[config.mk]
export PLATFORM = sky130hd
export DESIGN_NAME = jedro_1_ifu_flat
export DESIGN_NICKNAME = d
export VERILOG_FILES = /design/src/rtl/jedro_1_pkg.sv /design/src/rtl/ram_read_io.sv /design/src/rtl/jedro_1_ifu_fifo.sv /design/src/rtl/jedro_1_ifu.sv /design/src/flat_wrapper.sv
export SDC_FILE = /design/constraint.sdc
export NUM_CORES = 1
export LEC_CHECK = 0
export BUFFER_PORTS_ARGS = -buffer_cell sky130_fd_sc_hd__buf_2
export CORE_MARGIN = 2
export CORE_UTILIZATION = 42
export CTS_CLUSTER_SIZE = 10
export DETAILED_ROUTE_END_ITERATION = 6
export GPL_ROUTABILITY_DRIVEN = 1
export GPL_TIMING_DRIVEN = 0
export PLACE_DENSITY = 0.67
export SLEW_MARGIN = 20
export SYNTH_ARGS = -nofsm -noshare
export SYNTH_HDL_FRONTEND = slang
export SYNTH_HIERARCHICAL = 1
export SYNTH_SLANG_ARGS = --single-unit
[constraint.sdc]
create_clock -name clk_i -period 10.37 [get_ports clk_i]
set_clock_uncertainty 0.2 [all_clocks]
set_input_delay 1.5555 -clock clk_i [delete_from_list [all_inputs] [get_ports clk_i]]
set_output_delay 1.5555 -clock clk_i [all_outputs]
set_load 0.01 [all_outputs]
[src/rtl/jedro_1_pkg.sv]
// Shared types and constants for the jedro_1 instruction fetch path.
package jedro_1_pkg;

   localparam int XLEN        = 32;
   localparam int INSTR_BYTES = 4;

   localparam logic [XLEN-1:0] DEFAULT_BOOT_ADDR = 32'h0000_0000;

   typedef struct packed {
      logic [XLEN-1:0] addr;
      logic [XLEN-1:0] instr;
   } ifu_entry_t;

endpackage

[src/rtl/ram_read_io.sv]
// Read port of a synchronous memory: data returns one cycle after the address.
interface ram_read_io #(
   parameter int ADDR_WIDTH = 32,
   parameter int DATA_WIDTH = 32
);
   logic [ADDR_WIDTH-1:0] addr;
   logic                  en;
   logic [DATA_WIDTH-1:0] rdata;

   modport MASTER (output addr, output en, input rdata);
   modport SLAVE  (input addr, input en, output rdata);
endinterface

[src/rtl/jedro_1_ifu_fifo.sv]
// Prefetch FIFO for fetched instructions; flush wins over push, push+pop when full is allowed.
module jedro_1_ifu_fifo
   import jedro_1_pkg::*;
#(
   parameter int  DEPTH   = 4,
   parameter type entry_t = ifu_entry_t
) (
   input  logic                     clk_i,
   input  logic                     rstn_i,
   input  logic                     push,
   input  logic                     pop,
   input  logic                     flush,
   input  entry_t                   wdata,
   output entry_t                   rdata,
   output logic [$clog2(DEPTH):0]   count,
   output logic                     empty,
   output logic                     full
);

   localparam int PTR_W = $clog2(DEPTH);
   localparam logic [PTR_W:0] FULL_CNT = (PTR_W + 1)'(DEPTH);

   entry_t           mem [DEPTH];
   logic [PTR_W-1:0] wr_ptr;
   logic [PTR_W-1:0] rd_ptr;
   logic             do_push;
   logic             do_pop;

   assign empty   = (count == '0);
   assign full    = (count == FULL_CNT);
   assign do_pop  = pop && !empty;
   assign do_push = push && (!full || do_pop);
   assign rdata   = mem[rd_ptr];

   // NOTE: sequential state uses non-blocking assignments so every register samples pre-edge values.
   always_ff @(posedge clk_i or negedge rstn_i) begin
      if (!rstn_i) begin
         wr_ptr <= '0;
         rd_ptr <= '0;
         count  <= '0;
      end else if (flush) begin
         wr_ptr <= '0;
         rd_ptr <= '0;
         count  <= '0;
      end else begin
         if (do_push) wr_ptr <= wr_ptr + 1'b1;
         if (do_pop)  rd_ptr <= rd_ptr + 1'b1;
         count <= count + {{PTR_W{1'b0}}, do_push} - {{PTR_W{1'b0}}, do_pop};
      end
   end

   // NOTE: storage has no reset; stale contents are never visible because the top masks the head when empty.
   always_ff @(posedge clk_i) begin
      if (do_push && !flush) mem[wr_ptr] <= wdata;
   end

endmodule

[src/rtl/jedro_1_ifu.sv]
// jedro_1 instruction fetch unit: PC, read issue, squash on redirect, prefetch FIFO.
// Optional misaligned-redirect flag enabled by `define JEDRO_1_IFU_FETCH_ERR_EN.
module jedro_1_ifu
   import jedro_1_pkg::*;
#(
   parameter int                    DATA_WIDTH = 32,
   parameter int                    ADDR_WIDTH = 32,
   parameter logic [ADDR_WIDTH-1:0] BOOT_ADDR  = ADDR_WIDTH'(DEFAULT_BOOT_ADDR),
   parameter int                    FIFO_DEPTH = 4
) (
   input  logic                  clk_i,
   input  logic                  rstn_i,
   ram_read_io.MASTER            instr_mem_if,
   output logic [DATA_WIDTH-1:0] instr_o,
   output logic [ADDR_WIDTH-1:0] addr_o,
   output logic                  valid_o,
   input  logic                  ready_i,
   input  logic [ADDR_WIDTH-1:0] jmp_addr_i,
   input  logic                  jmp_valid_i
`ifdef JEDRO_1_IFU_FETCH_ERR_EN
   ,
   output logic                  fetch_err_o
`endif
);

   localparam int CNT_W = $clog2(FIFO_DEPTH) + 1;

   typedef struct packed {
      logic [ADDR_WIDTH-1:0] addr;
      logic [DATA_WIDTH-1:0] instr;
   } entry_t;

   logic [ADDR_WIDTH-1:0] pc_r;
   logic [ADDR_WIDTH-1:0] inflight_addr_r;
   logic [ADDR_WIDTH-1:0] jmp_target;
   logic                  inflight_r;
   logic                  issue;
   logic                  push;
   logic                  pop;
   logic                  room;
   logic                  fetch_err;
   logic                  fifo_empty;
   logic                  fifo_full;
   logic [CNT_W-1:0]      fifo_count;
   entry_t                push_entry;
   entry_t                head_entry;

`ifdef JEDRO_1_IFU_FETCH_ERR_EN
   logic fetch_err_r;

   assign jmp_target = jmp_addr_i;

   // Error latches on a misaligned redirect and is cleared only by an aligned one.
   always_ff @(posedge clk_i or negedge rstn_i) begin
      if (!rstn_i)          fetch_err_r <= 1'b0;
      else if (jmp_valid_i) fetch_err_r <= |jmp_addr_i[1:0];
   end

   assign fetch_err   = fetch_err_r;
   assign fetch_err_o = fetch_err_r;
`else
   assign jmp_target = jmp_addr_i & ~ADDR_WIDTH'(INSTR_BYTES - 1);
   assign fetch_err  = 1'b0;
`endif

   // Count the outstanding read as occupied so its response always has a slot.
   assign room  = !fifo_full && ((fifo_count + CNT_W'(inflight_r)) < CNT_W'(FIFO_DEPTH));
   assign issue = room && !jmp_valid_i && !fetch_err;

   // A response landing in a redirect cycle is squashed; the flush also wins inside the FIFO.
   assign push = inflight_r && !jmp_valid_i;
   assign pop  = !fifo_empty && ready_i && !jmp_valid_i;

   assign instr_mem_if.addr = pc_r;
   assign instr_mem_if.en   = issue;

   assign push_entry.addr  = inflight_addr_r;
   assign push_entry.instr = instr_mem_if.rdata;

   always_ff @(posedge clk_i or negedge rstn_i) begin
      if (!rstn_i) begin
         pc_r            <= BOOT_ADDR;
         inflight_r      <= 1'b0;
         inflight_addr_r <= '0;
      end else if (jmp_valid_i) begin
         pc_r       <= jmp_target;
         inflight_r <= 1'b0;
      end else begin
         inflight_r <= issue;
         if (issue) begin
            pc_r            <= pc_r + ADDR_WIDTH'(INSTR_BYTES);
            inflight_addr_r <= pc_r;
         end
      end
   end

   jedro_1_ifu_fifo #(
      .DEPTH   (FIFO_DEPTH),
      .entry_t (entry_t)
   ) u_fifo (
      .clk_i  (clk_i),
      .rstn_i (rstn_i),
      .push   (push),
      .pop    (pop),
      .flush  (jmp_valid_i),
      .wdata  (push_entry),
      .rdata  (head_entry),
      .count  (fifo_count),
      .empty  (fifo_empty),
      .full   (fifo_full)
   );

   assign valid_o = !fifo_empty;
   assign instr_o = fifo_empty ? '0 : head_entry.instr;
   assign addr_o  = fifo_empty ? '0 : head_entry.addr;

endmodule

[src/flat_wrapper.sv]
// flat-port wrapper written by rule: the top's interface ports become plain ports
module jedro_1_ifu_flat import jedro_1_pkg::*;
#(
   parameter int                    DATA_WIDTH = 32,
   parameter int                    ADDR_WIDTH = 32,
   parameter logic [ADDR_WIDTH-1:0] BOOT_ADDR  = ADDR_WIDTH'(DEFAULT_BOOT_ADDR),
   parameter int                    FIFO_DEPTH = 4
)
  (clk_i, rstn_i, instr_o, addr_o, valid_o, ready_i, jmp_addr_i, jmp_valid_i, instr_mem_if_addr, instr_mem_if_en, instr_mem_if_rdata);
  ram_read_io #(.ADDR_WIDTH(ADDR_WIDTH), .DATA_WIDTH(DATA_WIDTH)) instr_mem_if_i ();
  input  logic clk_i;
  input  logic rstn_i;
  output logic [DATA_WIDTH-1:0] instr_o;
  output logic [ADDR_WIDTH-1:0] addr_o;
  output logic valid_o;
  input  logic ready_i;
  input  logic [ADDR_WIDTH-1:0] jmp_addr_i;
  input  logic jmp_valid_i;
  output wire logic [$bits(instr_mem_if_i.addr)-1:0] instr_mem_if_addr;
  output wire logic [$bits(instr_mem_if_i.en)-1:0] instr_mem_if_en;
  input wire logic [$bits(instr_mem_if_i.rdata)-1:0] instr_mem_if_rdata;
  assign instr_mem_if_addr = instr_mem_if_i.addr;
  assign instr_mem_if_en = instr_mem_if_i.en;
  assign instr_mem_if_i.rdata = instr_mem_if_rdata;
  jedro_1_ifu #(.DATA_WIDTH(DATA_WIDTH), .ADDR_WIDTH(ADDR_WIDTH), .BOOT_ADDR(BOOT_ADDR), .FIFO_DEPTH(FIFO_DEPTH)) u_core (.clk_i(clk_i), .rstn_i(rstn_i), .instr_mem_if(instr_mem_if_i), .instr_o(instr_o), .addr_o(addr_o), .valid_o(valid_o), .ready_i(ready_i), .jmp_addr_i(jmp_addr_i), .jmp_valid_i(jmp_valid_i));
endmodule
==> results of run 1 <==
## flip-flops by register name (all words and copies together) (netlist names)
signal                    flops
u_core/u_fifo/rd_ptr          2
u_core/inflight_addr_r       30
u_core/u_fifo/mem           256
u_core/instr_mem_if.addr     30
u_core/u_fifo/count           3
u_core/inflight_r             1
u_core/u_fifo/wr_ptr          2
## Yosys cell counts (all sizes together), types with 12 or more instances
| master | n | area [um^2] |
|---|---|---|
| o21ai | 17 | 85.1 |
| mux2 | 33 | 372 |
| nor3 | 13 | 76.3 |
| mux4 | 64 | 1440 |
| nor2 | 17 | 63.8 |
| inv | 12 | 45.0 |
| nand4 | 15 | 106 |
| nor2b | 80 | 500 |
| nand2 | 22 | 92.6 |
| nand3 | 39 | 200 |
| edfxtp | 256 | 7690 |
| clkbuf | 16 | 80.1 |
| dfrtp | 68 | 1700 |
| buf | 28 | 188 |
## critical path, stage by stage (launching register included)
cell and delay, ns:
dfrtp_1 0.46, nor3_1 0.40, clkbuf_1 0.83, clkbuf_1 0.50, nor2b_1 0.11, buf_2 0.16
## area by class of cell
cell class	instances	area, um^2	area share, %
Sequential cell	324	9390	58.2
Multi-Input combinational cell	411	3830	23.7
Clock buffer	59	1090	6.77
Timing Repair Buffer	165	941	5.83
Tap cell	402	503	3.12
Buffer	44	268	1.66
Clock inverter	5	60.1	0.372
Inverter	13	48.8	0.303
## kinds of logic (layout without fill, tap and decap cells)
kind of cell / Yosys count / after routing
flip-flops: 324 / 324
AND/OR/NAND/NOR: 227 / 227
multiplexers: 100 / 100
AO/OA/AOI/OAI: 61 / 61
buffers and inverters: 57 / 286
adder cells (fa/ha/maj): 8 / 8
XOR/XNOR: 5 / 5
other: 1 / 10
## worst max-delay path by stage
stage               cells after the start                                  to                              from  slack [ns]
CTS                                     5                         instr_o[13]  u_core/u_fifo/count[1]$_DFF_PN0_        5.48
global route                            5                         instr_o[13]  u_core/u_fifo/count[1]$_DFF_PN0_        5.39
floorplan                               7   u_core/u_fifo/mem[0][0]$_DFFE_PP_                       jmp_valid_i        5.65
finish                                  5                         instr_o[13]  u_core/u_fifo/count[1]$_DFF_PN0_        5.60
global placement                        6  u_core/u_fifo/mem[0][28]$_DFFE_PP_                       jmp_valid_i        3.92
detailed placement                     14    u_core/u_fifo/count[2]$_DFF_PN0_                       jmp_valid_i        5.66
## power by group
part | internal (mW) | total (mW) | switching, mW
Combinational | 0.336 | 0.788 | 0.452
Sequential | 1.58 | 1.70 | 0.115
Clock | 0.727 | 1.22 | 0.496
## stage by stage
step | cell area, um^2 | power (mW) | instances
after floorplan | 13500 | 2.17 | 792
after detailed placement | 15000 | 2.53 | 1359
after global placement | 14800 | 2.50 | 1354
final | 16100 | 3.71 | 1423
after global routing | 16100 | 3.89 | 1423
after CTS | 16100 | 3.76 | 1423
## cell usage in the layout, fill, tap and decap left out, types with 13 or more instances in the layout
master | Yosys | final
nand2_1 | 20 | 20
mux2_2 | 32 | 32
buf_2 | 17 | 176
nand4_1 | 13 | 13
nor2_1 | 17 | 17
nor2b_1 | 80 | 80
nand3_1 | 38 | 38
clkbuf_1 | 14 | 31
edfxtp_1 | 256 | 256
clkbuf_16 | 0 | 40
dfrtp_1 | 68 | 68
o21ai_0 | 16 | 16
mux4_2 | 64 | 64
## per-layer routing
metal  vias up  global-route usage (%)
li1       3522                       -
met1      3919                    24.3
met3        44                    3.40
met5         -                       0
met4         0                    4.67
met2       307                    29.2
==> results.cfg, run 1 <==
[outcome]
status = finished clean

[detailed_routing]
via_per_inst = 5.48
dr.pass1.iters = 5
ant_nets = 0
highest_layer = met4
vias = 7792
wl_met3_um = 1850
postRouteWirelength_um = 29500
drc = 0
wl_met1_um = 12600
drt_iter0_markers = 589
wl_met2_um = 14500
wl_per_cell_um = 20.7

[timing]
finalHoldViolCount = 0
rsz0062_at_grt = false
finalCriticalPeriod_ns = 4.77
fmax_mhz = 210
fin_tns_setup_ns = 0
whs_ns = 0.313
drv_slew = 0
relSlewSlack_pct = 29.4
period_share_pct = 46.0
setup_violations = 0
worst_slack_ns = 5.60
tightest_slew_ns = 1.06

[clocking]
ctsResizeCount = 0
cts_buffers = 39
clk_latency_ns = 0.53
cts_sinks = 324
clockRootBuffer = clkbuf_16
cts_buffer_depth = 3
post_cts_buffers = 0
path_clk_slew_ns = 0.06
cts_tree = done
holdBufCountCts = 0
htree_levels = 2

[placed_design]
place.gp.congestion = 0.855
dp_slack_ns = 5.66
hpwl_um = 19100
portBuffers = 160

[global_route]
antenna_found_initial = 0
grtUsageTotal_pct = 17.7
grt_pass1_vias = 7812
grt_pass1_wl_um = 45000
grt-ovfl-total = 0
grt_max_degree = 50

[min_path]
hold_start = u_core/inflight_addr_r[26]$_DFFE_PN0P_
whs_path_depth = 0
hold_end = u_core/u_fifo/mem[0][58]$_DFFE_PP_
hold_class = reg -> reg

[setup_path]
cp.arrival_ns = 3.01
crit_required_ns = 8.61
r2r_cells = 14
path_max_fanout = 10
cp-end-kind = primary output
r2r-end = u_core/u_fifo/count[2]$_DFF_PN0_
timing.rr.start = u_core/u_fifo/count[1]$_DFF_PN0_
cp-start-kind = flip-flop
worstSetupPathType = reg -> out
rrSetupSlack_ns = 6.10

[logic_synthesis]
synth.area.mux_share_pct = 13.8
synthCells = 783
synth-simple-area-share_pct = 10.0
synth-xor-area-share_pct = 0.325
synth_edf_count = 256
synth_seq_cells = 324
synth_warnings = 6
syn_area_um2 = 13500
post_synth_fa_ha_maj_area_fraction_pct = 0.798
synth_top_family_by_area = multiplexers
synth_ff_type = edfxtp_1
yosysSeqAreaShare_pct = 69.6
synth_compound_area_share_pct = 3.10
synth.distinct_cells = 65
async_flop_share_pct = 21.0
synth.avg_cell_area_um2 = 17.2

[layout]
nets = 1074
drive_gt1_share_pct = 34.5
area_delta_synth_final_pct = 19.6
final_util_pct = 51.1
fillers = 2663
antenna_cells = 0

[job]
maxCapViolations = 0

[floorplanning]
die_h_um = 183
io_pins = 166
core-area_um2 = 31600
initial_utilization_pct = 42.7
fp-row-count = 65
die_area_um2 = 33600
dieWidth_um = 183

[power]
powerDensity_nw_per_um2 = 230
worst_ir_drop_vdd_mv = 0.103
power.leakage_nw = 5.76
No activity file was read; power rests on OpenSTA's default activity.
==> inputs of run 2 (changes only) <==
ABC_AREA = 1   (was unset)
PLACE_DENSITY = 0.69   (was 0.67)
clock period = 4.1 ns   (was 10.37 ns; I/O delays follow)
==> run 2 against run 1 <==
First-iteration DRC count rose by 26%. Utilization up 0.33 points. Largest power group unchanged. Register-to-register slack worse by 5.8 ns.
==> results.cfg, run 2 <==
[layout]
layout_common_cells = edfxtp_1, nor2_1, nand2_1
antenna_cells = 0
final_util_pct = 51.4
largest-register = u_core/u_fifo/mem
nets = 1614
area_delta_synth_final_pct = 20.5
layoutNonFillerInstCount = 2009
stdcell_area_um2 = 16800
largest_register_ffs = 256
fillers = 2885
drive_gt1_share_pct = 17.5
layout_commonest_cell = edfxtp_1

[clocking]
cts_sinks = 324
cts_buffers = 38
cts_buffer_depth = 3
clk_latency_ns = 0.52
clockRootBuffer = clkbuf_16
path_clk_slew_ns = 0.05
post_cts_buffers = 0
htree_levels = 2
cts_tree = done

[timing]
setup_violations = 0
fmax_mhz = 258
relSlewSlack_pct = 46.4
rsz0062_at_grt = false
period_share_pct = 94.7
tightest_slew_ns = 0.804
finalCriticalPeriod_ns = 3.88
finalHoldViolCount = 0
drv_slew = 0
whs_ns = 0.109

[detailed_routing]
wl_per_cell_um = 17.5
ant_nets = 0
vias = 10217
via_per_inst = 5.09
postRouteWirelength_um = 35100
drc = 0
drt_iter0_markers = 743
dr.pass1.iters = 5

[logic_synthesis]
synth_top_cell_by_area = edfxtp_1
synth_warnings = 6
synth_top_area_share_pct = 55.2
synth_seq_cells = 324
synth_ff_type = edfxtp_1
syn_area_um2 = 13900
yosysSeqAreaShare_pct = 67.4
async_flop_share_pct = 21.0
synth.distinct_cells = 34
yosys-top-cells-area = edfxtp_1, dfrtp_1, nor2_1
synth_common_cells = edfxtp_1, nor2_1, nand2_1, inv_1, o21ai_0
yosysMostFrequentCell = edfxtp_1
synth.avg_cell_area_um2 = 10.6
synth_edf_count = 256
synthCells = 1315

[power]
switchingPower_mw = 3.66
worst_ir_drop_vdd_mv = 0.322
power_frac_seq_pct = 43.6
powerDensity_nw_per_um2 = 631
netSwitchingFraction_pct = 34.6
intPower_mw = 6.93
finalPower_mw = 10.6
power.leakage_nw = 6.93
clkPwrFrac_pct = 28.5
p_comb_share_pct = 27.9

[global_route]
grt_pass1_wl_um = 53200
grtUsageTotal_pct = 20.3
grt_pass1_vias = 9880
grt_max_degree = 52
grt-ovfl-total = 0
antenna_found_initial = 0

[setup_path]
worstSetupPathType = reg -> out
cp.arrival_ns = 3.07
crit_required_ns = 3.28
cp-start-kind = flip-flop
path_max_fanout = 10
cp-end-kind = primary output

[placed_design]
place_area_um2 = 15700
portBuffers = 161
hpwl_um = 24000
place.detailed.instances = 1939
place.gp.congestion = 0.907

[min_path]
hold_class = in -> reg

[floorplanning]
die_h_um = 186
dieWidth_um = 186
core-area_um2 = 32600
initial_utilization_pct = 42.7
io_pins = 166
die_area_um2 = 34600
fp-row-count = 66

[job]
maxCapViolations = 0

[outcome]
status = finished clean
[run 2: cell count changes after synthesis, moves of 32 or more]
cell     previous run  this run
o21ai_1             1        50
o21ai_0            16       122
nor2b_1            80         0
nor2_1             17       247
nand2_1            20       218
o22ai_1             0        64
inv_1              12       131
mux2_2             32         0
mux4_2             64         0
[run 2: metal layers]
| layer | vias up | part of all wire, % | track usage (%) |
|---|---|---|---|
| li1 | 4865 | - | - |
| met4 | 0 | 3.0 | 7.43 |
| met1 | 4860 | 42 | 27.2 |
| met5 | - | 0 | 0 |
| met3 | 65 | 8.5 | 3.62 |
| met2 | 427 | 47 | 33.1 |
[run 2: cell families after synthesis]
logic type | Yosys count | share of synthesized area (%)
adder cells (fa/ha/maj) | 8 | 0.773
other | 1 | 0.0269
XOR/XNOR | 15 | 0.943
buffers and inverters | 203 | 6.54
AO/OA/AOI/OAI | 242 | 9.38
flip-flops | 324 | 67.4
AND/OR/NAND/NOR | 522 | 14.9
[run 2: final timing paths]
path	to	start	slack [ns]	depth (start not counted)
setup / recovery	addr_o[3]	u_core/u_fifo/count[1]$_DFF_PN0_	0.22	7
hold / removal	u_core/u_fifo/mem[1][21]$_DFFE_PP_	instr_mem_if_rdata[21]	0.11	1
setup reg to reg	u_core/u_fifo/mem[3][55]$_DFFE_PP_	u_core/u_fifo/count[1]$_DFF_PN0_	0.32	11
hold reg to reg	u_core/u_fifo/mem[1][40]$_DFFE_PP_	u_core/inflight_addr_r[8]$_DFFE_PN0P_	0.32	0
max in group asynchronous	u_core/inflight_addr_r[10]$_DFFE_PN0P_	rstn_i	2.84	3
min in group asynchronous	u_core/instr_mem_if.addr[25]$_DFFE_PN0P_	rstn_i	0.31	2
[run 2: critical path: stages (launching register included)]
cell and delay, ns:
dfrtp_1 0.47, nor2_1 0.19, nand2_1 0.13, inv_1 0.17, clkbuf_1 0.64, clkbuf_1 0.58
nor2_1 0.19, buf_2 0.19
[run 2: layout make-up]
type | instances | area (um^2) | share of cell area [%]
tap | 442 | 553 | 3.30
inverter | 137 | 517 | 3.08
buffer | 66 | 394 | 2.35
multi-input combinational | 797 | 3690 | 22.0
timing repair buffer | 174 | 1130 | 6.71
clock buffer | 66 | 1080 | 6.42
clock inverter | 3 | 33.8 | 0.201
sequential | 324 | 9390 | 56.0
[run 2: what timing repair did]
action,4_1_cts,5_1_grt
endpoints found under the hold margin,17,0
hold buffers,1,0
resized for setup,0,0
[run 2: per-stage QoR]
stage / setup slack (ns) / setup TNS (ns)
after floorplan: -0.634 / -162.18
after global placement: -3.16 / -780.82
after detailed placement: 0.329 / 0
after CTS: 0.239 / 0
after global routing: 0.0285 / 0
final: 0.217 / 0
[run 2: power by group through the flow]
stage | Combinational (mW) | Sequential [mW] | Clock, mW
3_3_place_gp | 2.84 | 4.67 | 0
3_5_place_dp | 2.96 | 4.67 | 0
2_1_floorplan | 1.68 | 4.58 | 0
5_1_grt | 3.30 | 4.68 | 3.22
6_report | 2.96 | 4.61 | 3.01
4_1_cts | 2.98 | 4.61 | 3.08
==> inputs of run 3 (changes only) <==
BUFFER_PORTS_ARGS = unset   (was -buffer_cell sky130_fd_sc_hd__buf_2)
DONT_BUFFER_PORTS = 1   (was unset)
PLACE_DENSITY = 0.65   (was 0.69)
==> run 3 against run 2 <==
Hold slack worse by 0.080 ns. Setup slack better by 0.23 ns. Clock power rose by 4%. Power down 3.1%. Via count fell by 5.3%. Die area unchanged. Highest routed layer unchanged.
==> results.cfg, run 3 (synthesis gave the netlist of run 2 again) <==
[clocking]
cts_tree = done
clockRootBuffer = clkbuf_16
cts_buffer_depth = 3
cts_buffers = 39
cts_sinks = 324
htree_levels = 2
ctsResizeCount = 0
path_clk_slew_ns = 0.06
clk_latency_ns = 0.52

[placed_design]
hpwl_um = 23500
dp_slack_ns = 0.503
portBuffers = 0
place_area_um2 = 14800
place.gp.congestion = 1.00
place.detailed.instances = 1777

[floorplanning]
die_area_um2 = 34600
dieWidth_um = 186
core-area_um2 = 32600
fp-row-count = 66
die_h_um = 186
io_pins = 166
initial_utilization_pct = 42.7

[timing]
fmax_mhz = 274
relSlewSlack_pct = 46.0
worst_slack_ns = 0.449
rsz0062_at_grt = false
setup_violations = 0
tightest_slew_ns = 0.811
finalHoldViolCount = 0
fin_tns_setup_ns = 0
drv_slew = 0
whs_ns = 0.0293
period_share_pct = 89.0
finalCriticalPeriod_ns = 3.65

[global_route]
grt-ovfl-total = 0
grt_pass1_wl_um = 53100
grt_pass1_vias = 9393
grtUsageTotal_pct = 20.3
antenna_found_initial = 1
grt_max_degree = 69

[setup_path]
cp-end-kind = primary output
timing.rr.start = u_core/u_fifo/count[1]$_DFF_PN0_
r2r_cells = 11
crit_buf_inv = 3
crit_family = buffers and inverters
slowest_stage = clkbuf_1
cp.arrival_ns = 2.84
crit_required_ns = 3.28
path_cells = nor2_1 -> nand2_1 -> inv_1 -> clkbuf_1 -> clkbuf_1 -> nor2_1
rrSetupSlack_ns = 0.48
path_max_fanout = 10
worstSetupPathType = reg -> out
r2r-end = u_core/u_fifo/mem[2][6]$_DFFE_PP_
cp-start-kind = flip-flop
cp_slowest_stage_delay_ns = 0.62

[detailed_routing]
drc = 0
wl_met3_um = 2990
wl_met2_um = 16500
wl_met1_um = 14700
drt_iter0_markers = 668
ant_nets = 0
dr.pass1.iters = 5
vias = 9671
highest_layer = met4
postRouteWirelength_um = 34800
wl_per_cell_um = 18.6
via_per_inst = 5.16

[layout]
layoutNonFillerInstCount = 1873
drive_gt1_share_pct = 8.18
stdcell_area_um2 = 16300
layout_commonest_cell = edfxtp_1
largest_register_ffs = 256
largest-register = u_core/u_fifo/mem
area_delta_synth_final_pct = 17.3
nets = 1487
layout_common_cells = edfxtp_1, nor2_1, nand2_1

[power]
worst_ir_drop_vdd_mv = 0.333
powerDensity_nw_per_um2 = 628
power.leakage_nw = 6.36

[outcome]
status = finished clean

[min_path]
hold_class = in -> reg
hold_start = jmp_addr_i[20]
hold_end = u_core/instr_mem_if.addr[20]$_DFFE_PN0P_
whs_path_depth = 2

[job]
maxCapViolations = 0
-- run 3: cell count changes in the layout (fill, tap and decap cells not counted), sizes merged --
| cell | change |
|---|---|
| buf | -161 |
| dlygate4sd3 | +33 |
| clkbuf | -11 |
| clkinv | +2 |
| bufinv | +1 |
| diode | +1 |
| inv | -1 |
-- run 3: area by class of cell --
type	count	area, um^2
diodes	1	2.50
clock inverters	5	63.8
inverters	137	517
multi-input cells	797	3690
flip-flops and latches	324	9390
fillers	2881	16300
well taps	442	553
plain buffers	66	394
clock buffers	55	1080
repair buffers	46	641
-- run 3: stage by stage --
step | utilization [%] | total power [mW]
global route | 50.0 | 10.8
CTS | 50.0 | 10.3
finish | 50.1 | 10.3
floorplan | - | 6.26
global placement | 44.5 | 7.06
detailed placement | 45.4 | 7.15
-- run 3: power by group --
part	switching [mW]	leakage [nW]	total, mW	internal, mW
Clock	1.24	0.553	3.12	1.88
Sequential	0.569	3.17	4.71	4.14
Combinational	1.76	2.64	2.43	0.663
-- run 3: how the worst max path moves through the flow --
stage,start,endpoint,slack [ns],cells after the start
after floorplan,jmp_valid_i,u_core/u_fifo/mem[0][0]$_DFFE_PP_,-0.63,8
after global placement,u_core/u_fifo/count[1]$_DFF_PN0_,u_core/u_fifo/mem[3][9]$_DFFE_PP_,-3.23,9
after detailed placement,u_core/u_fifo/count[1]$_DFF_PN0_,u_core/u_fifo/mem[2][9]$_DFFE_PP_,0.50,11
after CTS,u_core/u_fifo/count[1]$_DFF_PN0_,addr_o[23],0.43,6
after global routing,u_core/u_fifo/count[1]$_DFF_PN0_,addr_o[23],0.25,6
final,u_core/u_fifo/count[1]$_DFF_PN0_,addr_o[4],0.45,6
-- run 3: repair_timing --
action / CTS / global route
endpoints found under the hold margin: 198 / 0
setup endpoints to repair: 0 / 0
hold buffers: 35 / 0
buffers inserted: 0 / 0
-- run 3: routing by layer --
metal  up-vias  global-route usage (%)
met5         -                       0
met4         0                    5.80
met3        50                    4.81
met2       387                    33.8
met1      4631                    26.4
li1       4603                       -
